### src/rtl/enigma_cmd_decoder.sv
// Enigma front-end command decoder.
// Decodes one 16-bit switch word per rising edge of data_valid_in into staged
// rotor position/select writes, atomic commit/clear, and letter submissions.
// Letters are buffered in a show-ahead FIFO and handed downstream over a
// valid/ready handshake. Rejected commands pulse err_out with a reason code.
//
// Ports:
//   clk_in            system clock
//   rst_in            synchronous active-high reset
//   data_valid_in     command strobe; rising edge = one command
//   sw                command word (opcode in [15:13])
//   char_ready_in     downstream ready for char_out
//   rotor_select_out  committed selects, rotor i at [i*SEL_W +: SEL_W]
//   rotor_initial_out committed start positions, rotor i at [i*5 +: 5]
//   config_valid_out  one-cycle pulse on a legal commit
//   configured_out    high once any commit has occurred since reset
//   char_out          FIFO head letter (0 when empty)
//   char_valid_out    FIFO non-empty
//   fifo_count_out    entries held
//   err_out           one-cycle pulse on a rejected command
//   err_code_out      reason of the last rejection, held
module enigma_cmd_decoder #(
  parameter int unsigned NUM_ROTORS = 3,
  parameter int unsigned SEL_W      = 3,
  parameter int unsigned FIFO_DEPTH = 8
) (
  input  logic                          clk_in,
  input  logic                          rst_in,
  input  logic                          data_valid_in,
  input  logic [15:0]                   sw,
  input  logic                          char_ready_in,
  output logic [NUM_ROTORS*SEL_W-1:0]   rotor_select_out,
  output logic [NUM_ROTORS*5-1:0]       rotor_initial_out,
  output logic                          config_valid_out,
  output logic                          configured_out,
  output logic [4:0]                    char_out,
  output logic                          char_valid_out,
  output logic [$clog2(FIFO_DEPTH):0]   fifo_count_out,
  output logic                          err_out,
  output logic [1:0]                    err_code_out
);

  localparam int unsigned PTR_W = $clog2(FIFO_DEPTH);
  localparam int unsigned CNT_W = PTR_W + 1;
  localparam int unsigned SEL_V = NUM_ROTORS * SEL_W;
  localparam int unsigned POS_V = NUM_ROTORS * 5;

  localparam logic [2:0] OP_SET_POS = 3'b000;
  localparam logic [2:0] OP_SET_SEL = 3'b001;
  localparam logic [2:0] OP_COMMIT  = 3'b010;
  localparam logic [2:0] OP_CLEAR   = 3'b011;

  localparam logic [1:0] ERR_RANGE  = 2'd0;
  localparam logic [1:0] ERR_UNCONF = 2'd1;
  localparam logic [1:0] ERR_FULL   = 2'd2;
  localparam logic [1:0] ERR_BUSY   = 2'd3;

  // Registered state
  logic                 dv_q;
  logic [SEL_V-1:0]     stg_sel_q, stg_sel_d;
  logic [POS_V-1:0]     stg_pos_q, stg_pos_d;
  logic [SEL_V-1:0]     sel_q, sel_d;
  logic [POS_V-1:0]     pos_q, pos_d;
  logic                 cfg_valid_q, cfg_valid_d;
  logic                 configured_q, configured_d;
  logic                 err_q, err_d;
  logic [1:0]           err_code_q, err_code_d;
  logic [PTR_W-1:0]     rd_ptr_q, rd_ptr_d;
  logic [PTR_W-1:0]     wr_ptr_q, wr_ptr_d;
  logic [CNT_W-1:0]     count_q, count_d;
  logic [4:0]           mem_q [FIFO_DEPTH];

  // Decode helpers
  logic       cmd_fire;
  logic [2:0] opcode;
  logic [2:0] idx;
  logic [4:0] val5;
  logic       idx_bad;
  logic       val_bad;
  logic       fifo_empty;
  logic       fifo_full;
  logic       pop;
  logic       push;
  logic       unused_sw;

  assign cmd_fire   = data_valid_in && !dv_q;
  assign opcode     = sw[15:13];
  assign idx        = sw[12:10];
  assign val5       = sw[4:0];
  assign idx_bad    = {1'b0, idx} >= 4'(NUM_ROTORS);
  assign val_bad    = val5 > 5'd25;
  assign fifo_empty = (count_q == '0);
  assign fifo_full  = (count_q == CNT_W'(FIFO_DEPTH));
  assign pop        = !fifo_empty && char_ready_in;
  assign unused_sw  = ^sw[9:5];

  // Command decode, error arbitration and FIFO bookkeeping
  always_comb begin
    stg_sel_d    = stg_sel_q;
    stg_pos_d    = stg_pos_q;
    sel_d        = sel_q;
    pos_d        = pos_q;
    cfg_valid_d  = 1'b0;
    configured_d = configured_q;
    err_d        = 1'b0;
    err_code_d   = err_code_q;
    push         = 1'b0;

    if (cmd_fire) begin
      if (opcode[2]) begin
        // Letter: range, then configured, then capacity (a same-cycle pop frees a slot)
        if (val_bad) begin
          err_d      = 1'b1;
          err_code_d = ERR_RANGE;
        end else if (!configured_q) begin
          err_d      = 1'b1;
          err_code_d = ERR_UNCONF;
        end else if (fifo_full && !pop) begin
          err_d      = 1'b1;
          err_code_d = ERR_FULL;
        end else begin
          push = 1'b1;
        end
      end else begin
        case (opcode)
          OP_SET_POS: begin
            if (idx_bad || val_bad) begin
              err_d      = 1'b1;
              err_code_d = ERR_RANGE;
            end else begin
              for (int unsigned i = 0; i < NUM_ROTORS; i++) begin
                if (32'(idx) == i) stg_pos_d[i*5 +: 5] = val5;
              end
            end
          end
          OP_SET_SEL: begin
            if (idx_bad) begin
              err_d      = 1'b1;
              err_code_d = ERR_RANGE;
            end else begin
              for (int unsigned i = 0; i < NUM_ROTORS; i++) begin
                if (32'(idx) == i) stg_sel_d[i*SEL_W +: SEL_W] = sw[SEL_W-1:0];
              end
            end
          end
          OP_COMMIT: begin
            // Refuse to reconfigure while letters of the current message are queued
            if (!fifo_empty) begin
              err_d      = 1'b1;
              err_code_d = ERR_BUSY;
            end else begin
              sel_d        = stg_sel_q;
              pos_d        = stg_pos_q;
              cfg_valid_d  = 1'b1;
              configured_d = 1'b1;
            end
          end
          OP_CLEAR: begin
            stg_sel_d = '0;
            stg_pos_d = '0;
          end
          default: ;
        endcase
      end
    end
  end

  // FIFO pointer/count next state
  always_comb begin
    rd_ptr_d = rd_ptr_q;
    wr_ptr_d = wr_ptr_q;
    count_d  = count_q;
    if (pop)  rd_ptr_d = PTR_W'(rd_ptr_q + 1'b1);
    if (push) wr_ptr_d = PTR_W'(wr_ptr_q + 1'b1);
    if (push && !pop)      count_d = CNT_W'(count_q + 1'b1);
    else if (pop && !push) count_d = CNT_W'(count_q - 1'b1);
  end

  // State registers; edge history resets high so a held strobe does not fire
  always_ff @(posedge clk_in) begin
    if (rst_in) begin
      dv_q         <= 1'b1;
      stg_sel_q    <= '0;
      stg_pos_q    <= '0;
      sel_q        <= '0;
      pos_q        <= '0;
      cfg_valid_q  <= 1'b0;
      configured_q <= 1'b0;
      err_q        <= 1'b0;
      err_code_q   <= '0;
      rd_ptr_q     <= '0;
      wr_ptr_q     <= '0;
      count_q      <= '0;
    end else begin
      dv_q         <= data_valid_in;
      stg_sel_q    <= stg_sel_d;
      stg_pos_q    <= stg_pos_d;
      sel_q        <= sel_d;
      pos_q        <= pos_d;
      cfg_valid_q  <= cfg_valid_d;
      configured_q <= configured_d;
      err_q        <= err_d;
      err_code_q   <= err_code_d;
      rd_ptr_q     <= rd_ptr_d;
      wr_ptr_q     <= wr_ptr_d;
      count_q      <= count_d;
    end
  end

  // Letter storage; when full with a simultaneous pop the write lands in the slot being vacated
  always_ff @(posedge clk_in) begin
    if (rst_in) begin
      for (int unsigned i = 0; i < FIFO_DEPTH; i++) mem_q[i] <= '0;
    end else if (push) begin
      mem_q[wr_ptr_q] <= val5;
    end
  end

  assign rotor_select_out  = sel_q;
  assign rotor_initial_out = pos_q;
  assign config_valid_out  = cfg_valid_q;
  assign configured_out    = configured_q;
  assign char_valid_out    = !fifo_empty;
  assign char_out          = fifo_empty ? 5'd0 : mem_q[rd_ptr_q];
  assign fifo_count_out    = count_q;
  assign err_out           = err_q;
  assign err_code_out      = err_code_q;

endmodule

### config.mk
export PLATFORM = sky130hd
export DESIGN_NAME = enigma_cmd_decoder
export DESIGN_NICKNAME = d
export VERILOG_FILES = /design/src/rtl/enigma_cmd_decoder.sv
export SDC_FILE = /design/constraint.sdc
export NUM_CORES = 1
export LEC_CHECK = 0
export CORE_ASPECT_RATIO = 0.7
export CORE_MARGIN = 3
export CORE_UTILIZATION = 25
export CTS_BUF_LIST = sky130_fd_sc_hd__clkbuf_8 sky130_fd_sc_hd__clkbuf_16
export DETAILED_ROUTE_END_ITERATION = 10
export HOLD_SLACK_MARGIN = 0.06
export PLACE_DENSITY_LB_ADDON = 0.12
export SETUP_SLACK_MARGIN = 0.3
export SLEW_MARGIN = 20
export SYNTH_ARGS = -nofsm -noshare
export SYNTH_HDL_FRONTEND = slang
export SYNTH_SLANG_ARGS = --single-unit
### constraint.sdc
create_clock -name clk_in -period 2.8 [get_ports clk_in]
set_input_delay 0.84 -clock clk_in [delete_from_list [all_inputs] [get_ports clk_in]]
set_output_delay 0.84 -clock clk_in [all_outputs]
set_load 0.01 [all_outputs]
* Word level (Yosys, flattened, before mapping)
Memories as Yosys holds them, arrays and structs flattened. A register that Yosys moved wholly into a read port is not among the register bits.
Cells that the tools add are included.
** Word-level totals
- Register bits :: 64
- RAM bits :: 40
- Output and inout port bits :: 39
- Word-level logic and storage cells :: 117
- Memories :: 1
** Cells by class
- Add/sub/neg operators :: 4
- $lt $le $gt $ge :: 2
- Equal/unequal tests :: 18
- Multiplexer cells :: 45
- Bitwise gates (word level) :: 3
- Reduce and logical (&&, ||, !) cells :: 28
** Memories
- mem_q :: depth 8, bits a word 5, rd ports 1, clocked after memory_dff 1, write ports 8, RTL line 71 : logic [4:0] mem_q [FIFO_DEPTH];
** Operator list (count)
- case mux 15 bit (2 select lines) :: 1
- AND reduction 5 bit :: 6
- 2-to-1 mux 5 bit :: 5
- 2-to-1 mux 1 bit :: 19
- 2-to-1 mux 3 bit :: 6
- case mux 9 bit (2 select lines) :: 1
- inequality test 2 bit (second input constant) :: 8
- 2-to-1 mux 15 bit :: 1
- 2-to-1 mux 2 bit :: 7
- == test 3 x 2 -> 1 bit (second input constant) :: 3
- 2-to-1 mux 9 bit :: 1
- inequality test 3 bit (second input constant) :: 3
- 2-to-1 mux 4 bit :: 2
- adder 3 x 1 -> 3 bit (second input constant) :: 2
- == test 3 x 1 -> 1 bit (second input constant) :: 2
- zero test 3 bit :: 2
- case mux 2 bit (3 select lines) :: 1
- AND reduction 6 bit :: 1
- nonzero test 2 bit :: 3
- > comparator 5 bit (second input constant) :: 1
- logical AND 1 bit :: 5
- OR reduction 5 bit :: 1
- adder 4 x 1 -> 4 bit (second input constant) :: 1
- == test 4 bit (second input constant) :: 1
- other kinds (12) :: 17

* Depth between registers and ports, before layout
- Depth in word-level cells :: 15
- Depth in mapped cells :: 10

* Worst setup path before layout
OpenSTA, ideal clock, no wires.
- Kind :: input to register
- Start :: input port sw[2]
- End :: register count_q[3], in the netlist fifo_count_out[3]
- Arrival :: 2.801 ns
- Data required time :: 2.679 ns
- Setup slack :: -0.121 ns
- Stages :: 9
- Path buffers :: 0
- Cells stage by stage :: o211ai_4 -> o2111a_1 -> ha_1 -> inv_1 -> ha_1 -> a21o_1 -> a21oi_1 -> mux2i_1 -> mux2_2
** Between the ends
- Word-level cells in the longest chain between the ends :: 7
** Ends and longest elaborated chain
- start, declared :: RTL line 30 : input logic [15:0] sw,
- > comparator 5 bit * :: RTL line 91 : assign val_bad = val5 > 5'd25;
- 2-to-1 mux 1 bit * :: RTL line 112 : if (val_bad) begin
- 2-to-1 mux 1 bit * :: RTL line 110 : if (opcode[2]) begin
- 2-to-1 mux 1 bit * :: RTL line 109 : if (cmd_fire) begin
- zero test 1 bit :: RTL line 176 : else if (pop && !push) count_d = CNT_W'(count_q - 1'b1);
- logical AND 1 bit :: RTL line 176
- nonzero test 2 bit (no source line)
- end signal, assigned :: RTL line 206 : count_q <= count_d;
- end, declared :: RTL line 70 : logic [CNT_W-1:0] count_q, count_d;
Mark *: on every way between the ends. The rest lies on a longest branch, timed or not.
A chain may end at the register's enable or synchronous reset.

==> load_flow_metrics.sql <==
INSERT INTO impl_metrics (metric_group, metric, value, unit) VALUES
('outcome', 'outcome', 'completed', ''),
('sta', 'tightest_slew', '0.708', 'ns'),
('sta', 'layout_setup_ws', '0.165', 'ns'),
('sta', 'clock-skew-final', '0.00701', 'ns'),
('power_and_ir_drop', 'seq_power_share', '0.434', ''),
('worst_setup_path', 'rrSetupSlack', '0.34', 'ns'),
('synthesis', 'synth-seq-cells', '107', ''),
('placed_design', 'placed_area', '6010', 'um^2'),
('layout', 'area.growth.synth_to_final', '31.0', '%'),
('synthesis', 'synth_flop_cell', 'sky130_fd_sc_hd__dfxtp_1', ''),
('worst_setup_path', 'worst_setup_path_end_kind', 'output pin', ''),
('sta', 'fmax', '379', 'MHz'),
('clocking', 'cts_h_tree_lvls', '3', ''),
('grt', 'first_pass_grt_wire_length', '20500', 'um'),
('layout', 'instances_no_fill', '796', ''),
('routing', 'wirelength', '12700', 'um'),
('synthesis', 'synth_warnings', '0', ''),
('sta', 'holdWs', '0.458', 'ns'),
('placed_design', 'numPlacedInstances', '772', ''),
('routing', 'drt_first_pass_iters', '4', ''),
('synthesis', 'synth-edff-count', '40', ''),
('die', 'die_height', '123', 'um'),
('worst_setup_path', 'critical_path.max_fanout', '5', ''),
('power_and_ir_drop', 'gate_power_share', '0.270', ''),
('power_and_ir_drop', 'ir_drop', '0.000244', 'V'),
('synthesis', 'post_synth.cell_area_avg', '11.3', 'um^2'),
('sta', 'slew_violations', '0', ''),
('layout', 'post-route-cell-area', '6380', 'um^2'),
('layout', 'multi_input_area', '2220', 'um^2'),
('clocking', 'cts_made_buffers', '9', ''),
('power_and_ir_drop', 'p_leak', '2.33', 'nW'),
('routing', 'dr_total_vias', '3405', ''),
('die', 'placeableCoreArea', '19000', 'um^2'),
('sta', 'slew_headroom', '0.523', ''),
('layout', 'seqCellArea', '2550', 'um^2'),
('grt', 'groute.usage.overall', '0.127', ''),
('routing', 'drtAntennaViolNets', '0', ''),
('synthesis', 'netlist_top_cells_count', 'sky130_fd_sc_hd__dfxtp_1, sky130_fd_sc_hd__and2_1, sky130_fd_sc_hd__edfxtp_1', ''),
('synthesis', 'synthesized_net_count', '458', ''),
('worst_setup_path', 'worstSetupPathType', 'flop to output pin', ''),
('synthesis', 'mappedNetlistArea', '4870', 'um^2'),
('power_and_ir_drop', 'sw_frac_of_total', '0.291', ''),
('synthesis', 'post_synth_inst_count', '432', ''),
('power_and_ir_drop', 'finalPower', '4.01', 'mW'),
('placed_design', 'dpl.hpwl', '9070', 'um'),
('synthesis', 'yosysTopAreaCellShare', '0.276', ''),
('clocking', 'cts.clk_slew.worst_paths', '0.07', 'ns'),
('grt', 'first_global_vias', '3554', ''),
('synthesis', 'synth.yosys.seq_area_share', '0.522', ''),
('layout', 'layout.filler_cells', '1928', ''),
('synthesis', 'async_flop_share', '0', ''),
('die', 'boundary_pin_count', '59', ''),
('worst_setup_path', 'worstSetupStartpointType', 'flop', ''),
('routing', 'drc_errors', '0', ''),
('min_path', 'worst_hold_path_type', 'flop to flop', ''),
('synthesis', 'synth_area_leader_cell', 'sky130_fd_sc_hd__dfxtp_1', ''),
('placed_design', 'dpl_worst_slack', '-0.441', 'ns'),
('layout', 'layout-drive-gt1-share', '0.306', ''),
('layout', 'post-route-util', '0.335', ''),
('routing', 'wire_per_inst', '16.0', 'um'),
('die', 'core.rowCount', '42', ''),
('clocking', 'clock_sink_count', '107', ''),
('placed_design', 'port-buffer-count', '53', ''),
('clocking', 'tritoncts_clock_tree', 'built', ''),
('power_and_ir_drop', 'internal-power', '2.84', 'mW'),
('sta', 'fin_crit_sh', '0.941', ''),
('job', 'maxCapViolations', '0', ''),
('die', 'dieWidth', '173', 'um'),
('placed_design', 'gp_routability_congestion', '0.732', ''),
('clocking', 'cts.hold.buffers_added', '0', ''),
('sta', 'setup_viol_count_final', '0', '');
[logic make-up (layout without fill, tap and decap cells)]
family | after synthesis | count (layout) | synth area share
flip-flops | 107 | 107 | 0.522
multiplexers | 29 | 29 | 0.0856
adder cells (fa/ha/maj) | 6 | 6 | 0.0170
AO/OA/AOI/OAI | 70 | 70 | 0.111
buffers and inverters | 31 | 131 | 0.0329
XOR/XNOR | 5 | 5 | 0.00900
AND/OR/NAND/NOR | 184 | 184 | 0.222
[sequential cells by signal, summed over array words and instances, names as in the netlist, named ones only]
name and cells:
mem_q 40, rotor_initial_out 15, stg_pos_q 15, rotor_select_out 9, stg_sel_q 9, fifo_count_out 4
rd_ptr_q 3, wr_ptr_q 3, err_code_out 2, config_valid_out 1, configured_out 1, dv_q 1
err_out 1
[layout make-up]
class,count,area share
clock buffer,9,0.0353
inverter,7,0.00451
clock inverter,7,0.00687
timing repair buffer,108,0.154
multi-input combinational,294,0.347
sequential,107,0.400
tap,264,0.0518
[power by group through the flow]
stage / sequential, mW / clock, mW / combinational, mW
after detailed placement: 1.76 / 0 / 1.04
after global routing: 1.75 / 1.30 / 1.18
after global placement: 1.76 / 0 / 1.04
final: 1.74 / 1.19 / 1.08
after CTS: 1.74 / 1.25 / 1.09
after floorplan: 1.78 / 0 / 0.519
[per-layer routing]
metal / track usage / vias up / share of wire
met5: 0 / - / 0
met4: 0.0374 / 0 / 0.015
met3: 0.0343 / 12 / 0.038
met2: 0.182 / 65 / 0.40
met1: 0.188 / 1623 / 0.54
li1: - / 1705 / -
[layout by cell type (no fill, tap or decap), drive strengths merged, types with 2 or more instances in the layout]
| master | count |
|---|---|
| clkdlybuf4s15 | 5 |
| nor3 | 8 |
| xor2 | 3 |
| nor2 | 31 |
| a22o | 10 |
| a21o | 3 |
| and2 | 46 |
| clkdlybuf4s50 | 39 |
| dfxtp | 67 |
| mux4 | 10 |
| inv | 8 |
| mux2i | 18 |
| a31oi | 2 |
| a21oi | 31 |
| or2 | 11 |
| clkinvlp | 2 |
| xnor2 | 2 |
| nor4b | 3 |
| clkinv | 4 |
| nor4 | 5 |
| o211ai | 3 |
| ha | 5 |
| edfxtp | 40 |
| clkbuf | 9 |
| nand2b | 9 |
| nor3b | 4 |
| nor2b | 3 |
| nand2 | 53 |
| nand3 | 5 |
| o21ai | 14 |
| buf | 64 |
[what timing repair did]
item                                    4_1_cts  5_1_grt
gates resized for setup                      53        5
gates cloned                                  1        0
pin swaps                                     6        6
endpoints found under the setup margin       34        8
buffers inserted                              7        0
[worst max-delay path, cell delays in order, from the launching register on]
cell and delay (ns):
sky130_fd_sc_hd__dfxtp_4 0.38, sky130_fd_sc_hd__buf_12 0.11, sky130_fd_sc_hd__buf_16 0.11, sky130_fd_sc_hd__mux4_2 0.51, sky130_fd_sc_hd__mux2i_1 0.14, sky130_fd_sc_hd__nor2_1 0.06
sky130_fd_sc_hd__buf_2 0.13
[path summary, 6_finish.rpt]
path | endpoint | depth (start not counted)
max | char_out[3] | 6
min | rotor_select_out[3] | 2
max reg2reg | fifo_count_out[3] | 9
min reg2reg | rotor_select_out[3] | 2
No activity file was read; power rests on OpenSTA's default activity.
